===== config.mk =====
export PLATFORM = sky130hd
export DESIGN_NAME = decoder_scan
export DESIGN_NICKNAME = d
export VERILOG_FILES = /design/src/rtl/decoder_pkg.sv /design/src/rtl/decoder_onehot.sv /design/src/rtl/decoder_scan.sv
export SDC_FILE = /design/constraint.sdc
export NUM_CORES = 1
export LEC_CHECK = 0
export ABC_CLOCK_PERIOD_IN_PS = 2700
export CORE_UTILIZATION = 42
export DETAILED_ROUTE_END_ITERATION = 8
export GPL_ROUTABILITY_DRIVEN = 0
export PLACE_DENSITY = 0.72
export SETUP_SLACK_MARGIN = 0.1
export SLEW_MARGIN = 20
export SYNTH_ARGS = -nofsm -noshare
export SYNTH_HDL_FRONTEND = slang
export SYNTH_HIERARCHICAL = 1
export SYNTH_SLANG_ARGS = --single-unit

===== constraint.sdc =====
create_clock -name clk -period 2.7 [get_ports clk]
set_clock_uncertainty 0.1 [all_clocks]
set_input_delay 0.54 -clock clk [delete_from_list [all_inputs] [get_ports clk]]
set_output_delay 0.54 -clock clk [all_outputs]
set_load 0.005 [all_outputs]

===== src/rtl/decoder_pkg.sv =====
// ---------------------------------------------------------------------------
// decoder_pkg
// Shared definitions for the decoder_scan family.
//   dec_mode_e   : operating mode of the decoder (direct decode or scan walk)
//   dwell_cnt_w  : width of a counter that must count 0..dwell-1, never 0 bits
// ---------------------------------------------------------------------------
package decoder_pkg;

    // Mode input encoding: 0 decodes sel directly, 1 runs the scan sequencer.
    typedef enum logic {
        DEC_MODE_DIRECT = 1'b0,
        DEC_MODE_SCAN   = 1'b1
    } dec_mode_e;

    // A dwell of 1 still needs a 1-bit counter so the vector is never empty.
    function automatic int dwell_cnt_w(input int dwell);
        return (dwell > 1) ? $clog2(dwell) : 1;
    endfunction

endpackage


===== src/rtl/decoder_onehot.sv =====
// ---------------------------------------------------------------------------
// decoder_onehot
// Purely combinational one-hot line decoder.
//   en  : when low every output line is forced low
//   in  : line index to assert
//   d   : OUT_N output lines; all-zero when disabled or when in >= OUT_N
// ---------------------------------------------------------------------------
module decoder_onehot #(
    parameter int SEL_W = 5,
    parameter int OUT_N = 32
) (
    input  logic             en,
    input  logic [SEL_W-1:0] in,
    output logic [OUT_N-1:0] d
);

    // Compare against every legal line number; an index beyond the last
    // line simply matches nothing, which gives the all-zero result for free.
    always_comb begin
        d = '0;
        for (int i = 0; i < OUT_N; i++) begin
            if (en && (in == SEL_W'(i))) begin
                d[i] = 1'b1;
            end
        end
    end

endmodule


===== src/rtl/decoder_scan.sv =====
// ---------------------------------------------------------------------------
// decoder_scan
// Registered N-to-M line decoder with a built-in scan sequencer.
//   clk   : rising-edge clock
//   rst_n : synchronous active-low reset
//   en    : block enable; when low d and wrap clear, everything else freezes
//   mode  : 0 = direct decode of sel, 1 = scan through all lines
//   load  : scan mode only, jumps the scan index to sel
//   sel   : requested line index
//   d     : registered one-hot output lines
//   idx   : registered current index
//   wrap  : one-cycle pulse when the scan returns from the last line to 0
//   oor   : registered flag, last accepted sel was >= OUT_N
// ---------------------------------------------------------------------------
module decoder_scan
    import decoder_pkg::*;
#(
    parameter int SEL_W = 5,
    parameter int OUT_N = 32,
    parameter int DWELL = 4
) (
    input  logic             clk,
    input  logic             rst_n,
    input  logic             en,
    input  logic             mode,
    input  logic             load,
    input  logic [SEL_W-1:0] sel,
    output logic [OUT_N-1:0] d,
    output logic [SEL_W-1:0] idx,
    output logic             wrap,
    output logic             oor
);

    localparam int               CNT_W     = dwell_cnt_w(DWELL);
    localparam logic [CNT_W-1:0] CNT_LAST  = CNT_W'(DWELL - 1);
    localparam logic [SEL_W-1:0] LAST_IDX  = SEL_W'(OUT_N - 1);
    localparam logic [SEL_W:0]   OUT_N_EXT = (SEL_W + 1)'(OUT_N);

    logic [CNT_W-1:0] cnt;
    logic [CNT_W-1:0] cnt_nxt;
    logic [SEL_W-1:0] idx_nxt;
    logic [SEL_W-1:0] scan_base;
    logic [OUT_N-1:0] d_nxt;
    logic             wrap_nxt;
    logic             oor_nxt;
    logic             sel_oor;
    logic             idx_oor;
    dec_mode_e        mode_q;
    dec_mode_e        mode_nxt;

    // Range checks are done one bit wider so OUT_N == 2**SEL_W still works.
    assign sel_oor = ({1'b0, sel} >= OUT_N_EXT);
    assign idx_oor = ({1'b0, idx} >= OUT_N_EXT);

    // An out-of-range index can only be left over from direct mode; the scan
    // must never sit on it, so it restarts from line 0 instead.
    assign scan_base = idx_oor ? '0 : idx;

    // Next-state logic. mode_q remembers the mode of the last enabled cycle so
    // the first scan cycle after direct mode (or after reset) starts a fresh
    // dwell instead of counting, giving the start line a full dwell period.
    always_comb begin
        idx_nxt  = idx;
        cnt_nxt  = cnt;
        wrap_nxt = 1'b0;
        oor_nxt  = oor;
        mode_nxt = mode_q;
        if (en) begin
            mode_nxt = dec_mode_e'(mode);
            if (mode == DEC_MODE_DIRECT) begin
                idx_nxt = sel;
                oor_nxt = sel_oor;
                cnt_nxt = '0;
            end else if (load) begin
                idx_nxt = sel_oor ? '0 : sel;
                oor_nxt = sel_oor;
                cnt_nxt = '0;
            end else if (mode_q != DEC_MODE_SCAN) begin
                idx_nxt = scan_base;
                cnt_nxt = '0;
            end else if (cnt == CNT_LAST) begin
                cnt_nxt = '0;
                if (idx == LAST_IDX) begin
                    idx_nxt  = '0;
                    wrap_nxt = 1'b1;
                end else begin
                    idx_nxt = idx + 1'b1;
                end
            end else begin
                cnt_nxt = cnt + 1'b1;
                idx_nxt = scan_base;
            end
        end
    end

    // The output lines are always the decode of the index about to be
    // registered; the decoder itself blanks them when disabled or out of range.
    decoder_onehot #(
        .SEL_W (SEL_W),
        .OUT_N (OUT_N)
    ) u_onehot (
        .en (en),
        .in (idx_nxt),
        .d  (d_nxt)
    );

    // State and output registers with synchronous reset.
    always_ff @(posedge clk) begin
        if (!rst_n) begin
            d      <= '0;
            idx    <= '0;
            wrap   <= 1'b0;
            oor    <= 1'b0;
            cnt    <= '0;
            mode_q <= DEC_MODE_DIRECT;
        end else begin
            d      <= d_nxt;
            idx    <= idx_nxt;
            wrap   <= wrap_nxt;
            oor    <= oor_nxt;
            cnt    <= cnt_nxt;
            mode_q <= mode_nxt;
        end
    end

endmodule

Word-level counts from Yosys, hierarchy flattened
Cells that the tools add are included.
Word-level totals
  flip-flop bits (word level): 42
  input bits: 10
  output and inout bits: 39
  logic and storage cells: 127
Cells by class
  add/subtract/negate cells: 2
  equality and inequality tests: 34
  muxes and demuxes: 45
  bitwise gates (word level): 5
  reduce and logical (&&, ||, !) cells: 35
Operators by type and width (count)
  $eq A5 B5 Y1 const B: 17
  $eq A5 B4 Y1 const B: 8
  $mux W1: 35
  $logic_and A1 B1 Y1: 32
  $mux W5: 6
  $eq A5 B3 Y1 const B: 4
  $eq A5 B2 Y1 const B: 2
  $mux W2: 4
  $reduce_or A6 Y1: 1
  $add A5 B1 Y5 const B: 1
  $eq A5 B1 Y1 const B: 1
  $logic_not A5 Y1: 1
  $not A1 Y1: 5
  $add A2 B1 Y2 const B: 1
  $eq A2 B2 Y1 const B: 1
  $ne A2 B1 Y1 const B: 1
  $reduce_and A2 Y1: 1

Longest topological paths before layout
  depth in word-level cells: 10
  mapped depth: 11
  depth with buffers taken out: 10

By module
The synthesis kept the hierarchy.
By module, submodules not included
  decoder_scan: instances 1, cells an instance 128, area each 1413.9 um2, seq. area each 820.8 um2
  decoder_onehot: instances 1, cells an instance 47, area each 234.0 um2, seq. area each 0.0 um2

Worst setup path after synthesis
No wires, ideal clock.
  kind: reg-to-reg
  from: reg idx[0]
  to: reg d[0]
  library setup time: 0.059 ns
  arrival: 2.417 ns
  data required time: 2.541 ns
  setup slack: 0.123 ns
  stages on the path, launching flop included: 11
  path buffers: 0
  period minus slack after synthesis: 2.577 ns
  cell sequence: dfxtp_1 > ha_1 > and3_1 > ha_1 > nand3_1 > nand4b_1 > mux2i_1 > or3_1 > or4b_4 > nor2_1 > and2_1
Between the ends
  longest elaborated chain between the ends: 10
  elaborated cells between the ends (all ways): 11
  those cells by class: add/sub: 1; eq/ne: 1; mux: 7; reduce/logical: 2
RTL lines
  start: declaration: line decoder_scan.sv:29  | output logic [SEL_W-1:0] idx,
  start signal: assignment: line decoder_scan.sv:118  | idx <= idx_nxt;
  $add A5 B1 Y5 or $eq A5 B5 Y1 (tied branches): line decoder_scan.sv:87, decoder_scan.sv:83
  $mux W5 *: line decoder_scan.sv:83  | if (idx == LAST_IDX) begin
  $mux W5 *: line decoder_scan.sv:81  | end else if (cnt == CNT_LAST) begin
  $mux W5 *: line decoder_scan.sv:78  | end else if (mode_q != DEC_MODE_SCAN) begin
  $mux W5 *: line decoder_scan.sv:74  | end else if (load) begin
  $mux W5 *: line decoder_scan.sv:70  | if (mode == DEC_MODE_DIRECT) begin
  $mux W5 *: line decoder_scan.sv:68  | if (en) begin
  via idx_nxt[3]: line decoder_scan.sv:41  | logic [SEL_W-1:0] idx_nxt;
  $logic_not A5 Y1 *: line decoder_onehot.sv:22  | if (en && (in == SEL_W'(i))) begin
  $logic_and A1 B1 Y1 *: line decoder_onehot.sv:22
  $mux W1 *: line decoder_onehot.sv:22
  via d_nxt[0]: line decoder_scan.sv:43  | logic [OUT_N-1:0] d_nxt;
  end signal: assignment: line decoder_scan.sv:117  | d <= d_nxt;
  end: declaration: line decoder_scan.sv:28  | output logic [OUT_N-1:0] d,
Mark *: on every way through the listed nets, which the timed path passes. The rest lies on a longest branch.
A chain may end at the register's enable or synchronous reset.

Worst setup path in the final report
  from: in mode
  to: reg d[0]
Between the ends
  longest elaborated chain between the ends: 5
RTL lines
  start: declaration: line decoder_scan.sv:25  | input logic mode,
  $mux W5: line decoder_scan.sv:70
  $mux W5: line decoder_scan.sv:68
  via idx_nxt[3]: line decoder_scan.sv:41
  $logic_not A5 Y1: line decoder_onehot.sv:22
  $logic_and A1 B1 Y1: line decoder_onehot.sv:22
  $mux W1: line decoder_onehot.sv:22
  via d_nxt[0]: line decoder_scan.sv:43
The timed path passes the listed nets, and every way through them passes these cells.

==> impl_metrics.yaml <==
critical_path:
  crit_slowest_cell: "or4b_4"
  arrival_ns: 2.66
  cp.required_ns: 2.84
  r2r-end: "d[0]"
  cp_cell_sequence: "clkdlybuf4s50_1 > buf_4 > nand2b_2 > and3_1 > or3_1 > or4b_4 > nor2_1 > and2_1"
  crit_type: "input port to flop"
  r2r_slack_ns: 0.23
  slowest_delay_ns: 0.56
  rr_worst_depth: 10
  cp_max_fo: 4
  reg2reg_from: "idx[1]"
  startpoint_type: "input port"
  cp-end-kind: "flop"
routing:
  ant_nets: 0
  drc: 0
  wl_per_cell_um: 12.9
  routed_wl_mm: 3.67
  drtIter0Drc: 30
  firstDrtPassIters: 4
  via_count: 1413
  via_per_inst: 4.96
min_path:
  min_from: "cnt[1]"
  hp-class: "flop to flop"
  whs_path_depth: 2
  holdPathEnd: "cnt[1]"
grt:
  grt_pass1_vias: 1351
  grt_remaining_overflow: 0
  grt_max_degree: 42
  grt_use_total_pct: 19.0
  antenna_found_initial: 0
  grt_pass1_wl_mm: 6.00
timing:
  max_freq_mhz: 397
  setup_viol: 0
  hold_viol_final: 0
  setup_ws_ns: 0.182
  min_period_over_period_pct: 93.3
  final_max_slew_viol_count: 0
  rsz0062_at_grt: "false"
  min_period_ns: 2.52
finish:
  layout-drive-gt1-share_pct: 16.5
  multi_input_area_um2: 816
  n_fill_cell: 315
  fin_nets: 249
  antenna_cells: 0
  fin_cells: 285
  seqCellArea_um2: 823
  fin_area_um2: 2380
  fin_util_pct: 63.9
  area_growth_pct: 44.2
outcome:
  status: "finished, final reports clean"
floorplan:
  fp.dieW_um: 64.6
  core_area_um2: 3720
  num_rows: 22
  io_pins: 49
  die-height_um: 64.6
  start_util_pct: 44.3
  die-area_um2: 4180
placed_design:
  dpl.cell_count: 275
  place_ws_ns: -0.132
  detailed_place_hpwl_mm: 2.72
  postPlaceCellArea_um2: 2240
  port_buffers: 47
yosys:
  syn_inst: 175
  synth_seq_area_share_pct: 49.8
  ys_types: 33
  ys_warn_count: 6
  synth_area_per_cell_um2: 9.42
  netlist.top_cell.by_area: "dfxtp_1"
  synth_seq_cells: 41
  synth.area.top_cells: "dfxtp_1, and2_1, nor2_1"
  yosysTopAreaCellShare_pct: 49.8
  synth_nets: 188
  synth_area_um2: 1650
clock_network:
  cts_sinks: 41
  hold_buffers: 0
  clock_latency_ns: 0.29
  cts_tree: "yes"
  htree_levels: 2
  clk_path_buf_depth: 2
  cts-root-buf: "clkbuf_8"
  cts-buffers-inserted: 5
  clk_pin_slew_worst_paths_ns: 0.08
power_and_ir_drop:
  report.power.total_mw: 1.14
  p_leak_nw: 0.923
  ir_drop_mv: 0.365
  power_density_nw_per_um2: 478
run:
  maxCapViolCount: 0
[worst max-delay path by stage]
stage	from	endpoint	slack (ns)
after CTS	idx[0]	d[16]	0.12
final	mode	d[0]	0.18
after floorplan	idx[0]	d[0]	0.12
after global placement	load	d[3]	-0.09
after detailed placement	load	d[16]	-0.13
after global routing	mode	d[0]	0.10
[area by class of cell]
type | instances | area share, %
flip-flops and latches | 41 | 34.6
multi-input cells | 125 | 34.3
repair buffers | 63 | 24.9
clock buffers | 5 | 2.90
well taps | 48 | 2.53
clock inverters | 3 | 0.737
[repair_timing]
action / 4_1_cts / 5_1_grt
endpoints found under the hold margin: 0 / 0
gates resized for setup: 3 / 5
gates cloned: 0 / 0
buffers inserted: 0 / 2
pin swaps: 0 / 2
endpoints found under the setup margin: 10 / 22
[critical path, delay by kind of cell]
family / cells / cell delay, ns
simple gates: 6 / 1.46
buf+inv: 2 / 0.65
[placed cells by master (no fill, tap or decap), drive strengths merged, types with 3 or more instances in the layout]
cell type and count:
buf 16, nand4 3, nand4bb 3, nand4b 5, ha 3, a22o 6
mux2i 3, clkbuf 5, dfxtp 41, nand3 4, and2 37, clkdlybuf4s50 47
nand2 3, nor2 36, nand2b 4
[registers in the layout, summed over array words and instances, names as in the netlist]
name	flops
cnt	2
mode_q	1
d	32
idx	5
wrap	1
[logic make-up (layout without fill, tap and decap cells)]
kind of cell	after synthesis	in the layout	share of synthesized area (%)
AO/OA/AOI/OAI	11	11	5.62
adder cells (fa/ha/maj)	3	3	2.28
buffers and inverters	9	71	2.35
flip-flops	41	41	49.8
multiplexers	3	3	1.82
other	1	1	0.228
AND/OR/NAND/NOR	107	107	37.9
[Yosys cell counts]
| cell | n |
|---|---|
| dfxtp_1 | 41 |
| buf_2 | 1 |
| and2b_2 | 1 |
| and4_1 | 1 |
| ha_1 | 3 |
| or2_2 | 1 |
| a22o_1 | 4 |
| mux2i_1 | 3 |
| nand2b_2 | 1 |
| o21ai_1 | 1 |
| or4b_4 | 1 |
| nand4_1 | 3 |
| clkbuf_1 | 7 |
| and4b_4 | 1 |
| a22o_2 | 2 |
| a221oi_1 | 1 |
| a21boi_0 | 1 |
| nor2b_1 | 2 |
| conb_1 | 1 |
| o211ai_1 | 1 |
| nor4b_2 | 1 |
| and2_1 | 37 |
| nor3_1 | 1 |
| nand2b_1 | 3 |
| nand4b_1 | 5 |
| o31a_1 | 1 |
| nand3_1 | 4 |
| or3_1 | 1 |
| nand2_1 | 3 |
| buf_4 | 1 |
| nor2_1 | 36 |
| nand4bb_1 | 3 |
| and3_1 | 2 |
[stage by stage]
step                hold slack, ns  TNS [ns]
detailed placement           0.390     -1.49
global route                 0.430         0
global placement             0.367    -0.831
floorplan                    0.358         0
CTS                          0.404         0
finish                       0.401         0
[layer usage]
metal	vias to the layer above	share of wire [%]	GRT usage [%]
li1	703	-	-
met1	657	44	22.6
met2	44	48	31.8
met3	9	5.4	4.58
met4	0	2.4	9.17
met5	-	0	0
[where the power goes]
part,switching (mW),internal [mW],total (mW)
registers,0.00835,0.614,0.622
logic,0.0622,0.0717,0.134
clock network,0.202,0.178,0.380
Note: power is estimated with default switching activity, not from simulation.
